<file path="src/rtl/alu_input_seq.sv">
// Purpose: debounces four pushbuttons and steps a LOAD_A/LOAD_B/LOAD_OP/SHOW sequencer that latches ALU operands and opcode from the switches.
// Latency: a held raw press updates the registers DEBOUNCE_CYCLES+3 edges after the first edge that samples it.
// Backpressure: none; events are one-cycle pulses, and any event the current state does not use is dropped.
module alu_input_seq #(
  parameter int DEBOUNCE_CYCLES = 250000
) (
  input  logic        CLK,
  input  logic        nRST,
  input  logic [3:0]  key_n,
  input  logic [16:0] sw,
  output logic [31:0] port_A,
  output logic [31:0] port_B,
  output logic [3:0]  aluop,
  output logic        op_valid,
  output logic [1:0]  state
);

  localparam int CW = $clog2(DEBOUNCE_CYCLES + 1);
  localparam logic [CW-1:0] CNT_LAST = CW'(DEBOUNCE_CYCLES - 1);

  typedef enum logic [1:0] {
    LOAD_A  = 2'b00,
    LOAD_B  = 2'b01,
    LOAD_OP = 2'b10,
    SHOW    = 2'b11
  } state_t;

  logic [3:0]    r_sync1;
  logic [3:0]    r_sync2;
  logic [3:0]    r_deb;
  logic [CW-1:0] r_cnt [4];
  logic [2:0]    r_deb_d1;
  logic [1:0]    r_settle;
  logic [2:0]    r_arm;
  logic [2:0]    r_press;

  state_t        r_state;
  state_t        w_state_nxt;
  logic [31:0]   r_port_a;
  logic [31:0]   r_port_b;
  logic [3:0]    r_aluop;
  logic          r_op_valid;

  logic          w_enter;
  logic          w_cancel;
  logic          w_swap;
  logic          w_ld_a;
  logic          w_ld_b;
  logic          w_ld_op;
  logic          w_do_swap;
  logic [31:0]   w_capture;

  // Two-flop synchronizer for the raw active-low keys; resets to released.
  always_ff @(posedge CLK or negedge nRST) begin
    if (!nRST) begin
      r_sync1 <= '1;
      r_sync2 <= '1;
    end else begin
      r_sync1 <= key_n;
      r_sync2 <= r_sync1;
    end
  end

  // Per-key debounce: accept a new level after DEBOUNCE_CYCLES consecutive differing cycles.
  always_ff @(posedge CLK or negedge nRST) begin
    if (!nRST) begin
      r_deb <= '1;
      for (int k = 0; k < 4; k++) r_cnt[k] <= '0;
    end else begin
      for (int k = 0; k < 4; k++) begin
        if (r_sync2[k] != r_deb[k]) begin
          if (r_cnt[k] == CNT_LAST) begin
            r_deb[k] <= r_sync2[k];
            r_cnt[k] <= '0;
          end else begin
            r_cnt[k] <= r_cnt[k] + 1'b1;
          end
        end else begin
          r_cnt[k] <= '0;
        end
      end
    end
  end

  // Arm a key only once its synchronized level has been seen released after the
  // synchronizer has flushed, so a key held through reset cannot fire on its own.
  always_ff @(posedge CLK or negedge nRST) begin
    if (!nRST) begin
      r_settle <= '0;
      r_arm    <= '0;
    end else begin
      r_settle <= {r_settle[0], 1'b1};
      r_arm    <= r_arm | ({3{r_settle[1]}} & r_sync2[2:0]);
    end
  end

  // One-cycle press pulse in the cycle after the debounced level falls; KEY3 has no role.
  always_ff @(posedge CLK or negedge nRST) begin
    if (!nRST) begin
      r_deb_d1 <= '1;
      r_press  <= '0;
    end else begin
      r_deb_d1 <= r_deb[2:0];
      r_press  <= r_deb_d1 & ~r_deb[2:0] & r_arm;
    end
  end

  assign w_enter  = r_press[0];
  assign w_cancel = r_press[1];
  assign w_swap   = r_press[2];

  // FSM state register.
  always_ff @(posedge CLK or negedge nRST) begin
    if (!nRST) r_state <= LOAD_A;
    else       r_state <= w_state_nxt;
  end

  // Next state: cancel beats enter, enter beats swap; swap never changes state.
  always_comb begin
    w_state_nxt = r_state;
    if (w_cancel) begin
      w_state_nxt = LOAD_A;
    end else if (w_enter) begin
      case (r_state)
        LOAD_A:  w_state_nxt = LOAD_B;
        LOAD_B:  w_state_nxt = LOAD_OP;
        LOAD_OP: w_state_nxt = SHOW;
        default: w_state_nxt = LOAD_A;
      endcase
    end
  end

  // FSM outputs: register load/swap strobes, suppressed by any higher-priority event.
  always_comb begin
    w_ld_a    = 1'b0;
    w_ld_b    = 1'b0;
    w_ld_op   = 1'b0;
    w_do_swap = 1'b0;
    if (!w_cancel) begin
      if (w_enter) begin
        w_ld_a  = (r_state == LOAD_A);
        w_ld_b  = (r_state == LOAD_B);
        w_ld_op = (r_state == LOAD_OP);
      end else if (w_swap) begin
        w_do_swap = (r_state == SHOW);
      end
    end
  end

  assign w_capture = {{16{sw[16]}}, sw[15:0]};

  // Operand/opcode registers; switches only matter on a load strobe.
  always_ff @(posedge CLK or negedge nRST) begin
    if (!nRST) begin
      r_port_a   <= '0;
      r_port_b   <= '0;
      r_aluop    <= '0;
      r_op_valid <= 1'b0;
    end else begin
      if (w_ld_a) r_port_a <= w_capture;
      if (w_ld_b) r_port_b <= w_capture;
      if (w_ld_op) r_aluop <= sw[3:0];
      if (w_do_swap) begin
        r_port_a <= r_port_b;
        r_port_b <= r_port_a;
      end
      r_op_valid <= (w_state_nxt == SHOW);
    end
  end

  assign port_A   = r_port_a;
  assign port_B   = r_port_b;
  assign aluop    = r_aluop;
  assign op_valid = r_op_valid;
  assign state    = r_state;

endmodule

</file>
<file path="config.mk">
export PLATFORM = sky130hd
export DESIGN_NAME = alu_input_seq
export DESIGN_NICKNAME = d
export VERILOG_FILES = /design/src/rtl/alu_input_seq.sv
export SDC_FILE = /design/constraint.sdc
export NUM_CORES = 1
export LEC_CHECK = 0
export ABC_CLOCK_PERIOD_IN_PS = 2100
export CAP_MARGIN = 20
export CORE_MARGIN = 5
export CORE_UTILIZATION = 54
export CTS_BUF_LIST = sky130_fd_sc_hd__clkbuf_16
export DETAILED_ROUTE_END_ITERATION = 8
export PLACE_DENSITY = 0.78
export REMOVE_ABC_BUFFERS = 1
export SLEW_MARGIN = 20
export SYNTH_ARGS = -nofsm -noshare
export SYNTH_HDL_FRONTEND = slang
export SYNTH_SLANG_ARGS = --single-unit
</file>
<file path="constraint.sdc">
create_clock -name CLK -period 2.1 [get_ports CLK]
set_input_delay 0.315 -clock CLK [delete_from_list [all_inputs] [get_ports CLK]]
set_output_delay 0.315 -clock CLK [all_outputs]
set_load 0.01 [all_outputs]
</file>
==> reports/summary.txt <==
status = complete, no violations
Async SR Flop Fraction = 100%
IO Pins = 94
largest net degree at the start of global routing = 129
FP Rows = 40
top achievable clock speed = 0.547 GHz
dominant synthesized flop cell = dfrtp_1
initial antenna violation count = 0
worst slew pin tran = 0.533 ns
CTS tree = yes
Post-route DRC = 0
Max clock buf depth = 2
crit end category = flip-flop
Worst setup SP type = flip-flop
GRT Util Overall = 20.0%
Mean Syn Cell Area = 10.4 um2
Max-Cap Viols = 0
Post CTS Setup Buffer Count = 0
Fin. Hold Viols = 0
final WL = 13600 um
HPWL Detailed = 9580 um
fin area = 0.00821 mm2
crit path kind = reg2reg
Worst-path clk slew = 0.06 ns
WP data arrival = 2.17 ns
Final Setup Violations = 0
Mapped Cells = 620
Antenna Nets Post-Route = 0
Pins Over Slew Limit = 0
worst setup margin = 0.271 ns
layout cells sized above 1 = 10.2%
crit path time final = 1.83 ns
Lkg Pwr = 3.37 nW
CTS H-tree depth = 4
starting density of the core = 54.4%
data required time at the worst endpoint = 2.44 ns
clk root buf = clkbuf_16
DR WL/cell = 15.4 um
dpl ws = 0.263 ns
FF+latch area = 0.00364 mm2
via density per instance = 5.50
first-pass GRT wire length = 22900 um
Die X-Extent = 119 um
crit path max-delay cell type = or4b_1
pwr dens = 709 mW/mm2
Starting DRT DRC Count = 366
area occupied by multi-input gates = 0.00264 mm2
unrepaired setup endpoints after global routing = no
Peak VDD IR = 0.815 mV
Final Net Count = 754
fillers = 851
Clock Sink Count = 145
RD Place Congestion = 0.824
Max stage delay on crit path = 0.49 ns
register area share after synthesis = 56.5%
Buffers on Ports = 92
Yosys cell types = 34
ant diodes = 0
drt first pass iters = 4
Inserted Clock Buffers = 17
hold crit path type = in2reg
final setup skew = 0.00324 ns
clk_lat worst skew = 0.42 ns
height of the die = 119 um
Die ar. = 0.0142 mm2
FF+latch count, synth = 145
final period utilization = 87.1%
Worst slew margin = 64.4%
CP cell instances = nand4_2, or3_4, or4b_1, a21oi_1
critical path peak fanout = 7
routed vias = 4859
Ys Warns = 0
core area = 0.0119 mm2
Mapped Area = 0.00645 mm2
gr ovfl total = 0
vias in the first global route = 4735
area delta synth->final = 27.3%
Placement Cell Area = 0.00765 mm2
Post-synth EDFFs = 0
routing by layer:
layer | up-vias | global-route usage (%) | share of wire (%)
met5 | - | 0 | 0
met2 | 126 | 32.1 | 49
met3 | 23 | 5.41 | 5.4
li1 | 2348 | - | -
met1 | 2362 | 25.8 | 44
met4 | 0 | 8.45 | 1.7
cell families after synthesis:
kind of cell | Yosys count | share of synthesized area, %
AO/OA/AOI/OAI | 110 | 9.74
other | 1 | 0.0581
adder cells (fa/ha/maj) | 7 | 1.36
multiplexers | 40 | 6.34
XOR/XNOR | 48 | 6.52
AND/OR/NAND/NOR | 228 | 16.9
buffers and inverters | 41 | 2.62
flip-flops | 145 | 56.5
flip-flops by register name, summed over array words and instances (netlist names):
register  flops
r_settle      2
port_B       32
r_arm         3
op_valid      1
r_sync1       3
aluop         4
r_press       3
r_deb_d1      3
state         2
port_A       32
r_deb         3
r_cnt        54
r_sync2       3
metrics by stage:
stage,util [%],instances,hold WS (ns),setup TNS [ns],total power [mW]
floorplan,-,593,0.0194,-310.07,2.94
global placement,64.5,851,0.301,0,3.07
detailed placement,64.5,851,0.309,0,3.08
CTS,69.2,884,0.290,0,5.89
global route,69.2,884,0.285,0,6.05
finish,69.2,884,0.307,0,5.82
power breakdown:
group | switching [mW] | internal [mW] | leakage, nW
Combinational | 0.102 | 0.0801 | 1.48
Sequential | 0.0235 | 2.83 | 1.61
Clock | 1.08 | 1.71 | 0.277
Total | 1.20 | 4.62 | 3.37
synth_stat cells (3+ instances only):
library cell	number	area, um2
dfrtp_1	133	3330
nand2_1	82	308
o21ai_0	67	335
nor2_1	65	244
a21oi_1	36	180
xnor2_1	36	315
mux2i_1	33	330
nand3_1	20	100
clkbuf_1	18	67.6
nor4_1	18	113
inv_1	14	52.6
nor3_1	13	65.1
dfstp_2	12	315
xor2_1	12	105
nand4_1	11	68.8
ha_1	7	87.6
mux2_2	7	78.8
buf_2	6	30.0
nand3b_1	4	30.0
a21o_1	3	22.5
o41ai_4	3	82.6
worst paths after layout:
check                                 startpoint                endpoint  slack, ns  cells after the start
setup / recovery             r_cnt[23]$_DFF_PN0_     r_cnt[33]$_DFF_PN0_       0.27                      4
hold / removal                          key_n[0]    r_sync1[0]$_DFF_PN1_       0.31                      1
setup reg to reg             r_cnt[23]$_DFF_PN0_     r_cnt[33]$_DFF_PN0_       0.27                      4
hold reg to reg            r_settle[0]$_DFF_PN0_   r_settle[1]$_DFF_PN0_       0.35                      0
max in group asynchronous                   nRST   r_deb_d1[1]$_DFF_PN1_       1.01                      3
min in group asynchronous                   nRST  port_A[11]$_DFFE_PN0P_       0.43                      2
worst max-delay path: cells and delay by family, from the launching register on:
family,cells,cell delay (ns)
AND/OR/NAND/NOR,3,1.15
AO/OA/AOI/OAI,1,0.16
flip-flops,1,0.44
layout by cell type (no fill, tap or decap), types with 3 or more instances in the layout:
master             n
nor2_1            65
dfstp_2           12
nand2_1           82
clkbuf_16         17
mux2_2             7
nand3b_1           4
a21o_1             3
nor4_1            18
a21oi_1           36
clkinv_2           5
inv_1             16
xnor2_1           36
nor3_1            12
o41ai_4            3
clkinv_1           3
o21ai_0           67
buf_12             5
nand4_1           11
ha_1               7
xor2_1            12
mux2i_1           33
nand3_1           20
dfrtp_1          133
buf_4             14
clkdlybuf4s50_1   91
area by class of cell:
type                       count  share of cell area, %
inverter                      14                  0.640
sequential                   145                   44.4
clock buffer                  17                   5.18
timing repair buffer         112                   13.8
multi-input combinational    434                   32.2
tap                          147                   2.24
clock inverter                15                   1.55
repair_timing:
action                                 CTS  global route
hold buffers                             1             0
gates resized for setup                  0             0
endpoints found under the hold margin   53             0
setup endpoints to repair                0             0
(Power assumes the default switching activity.)
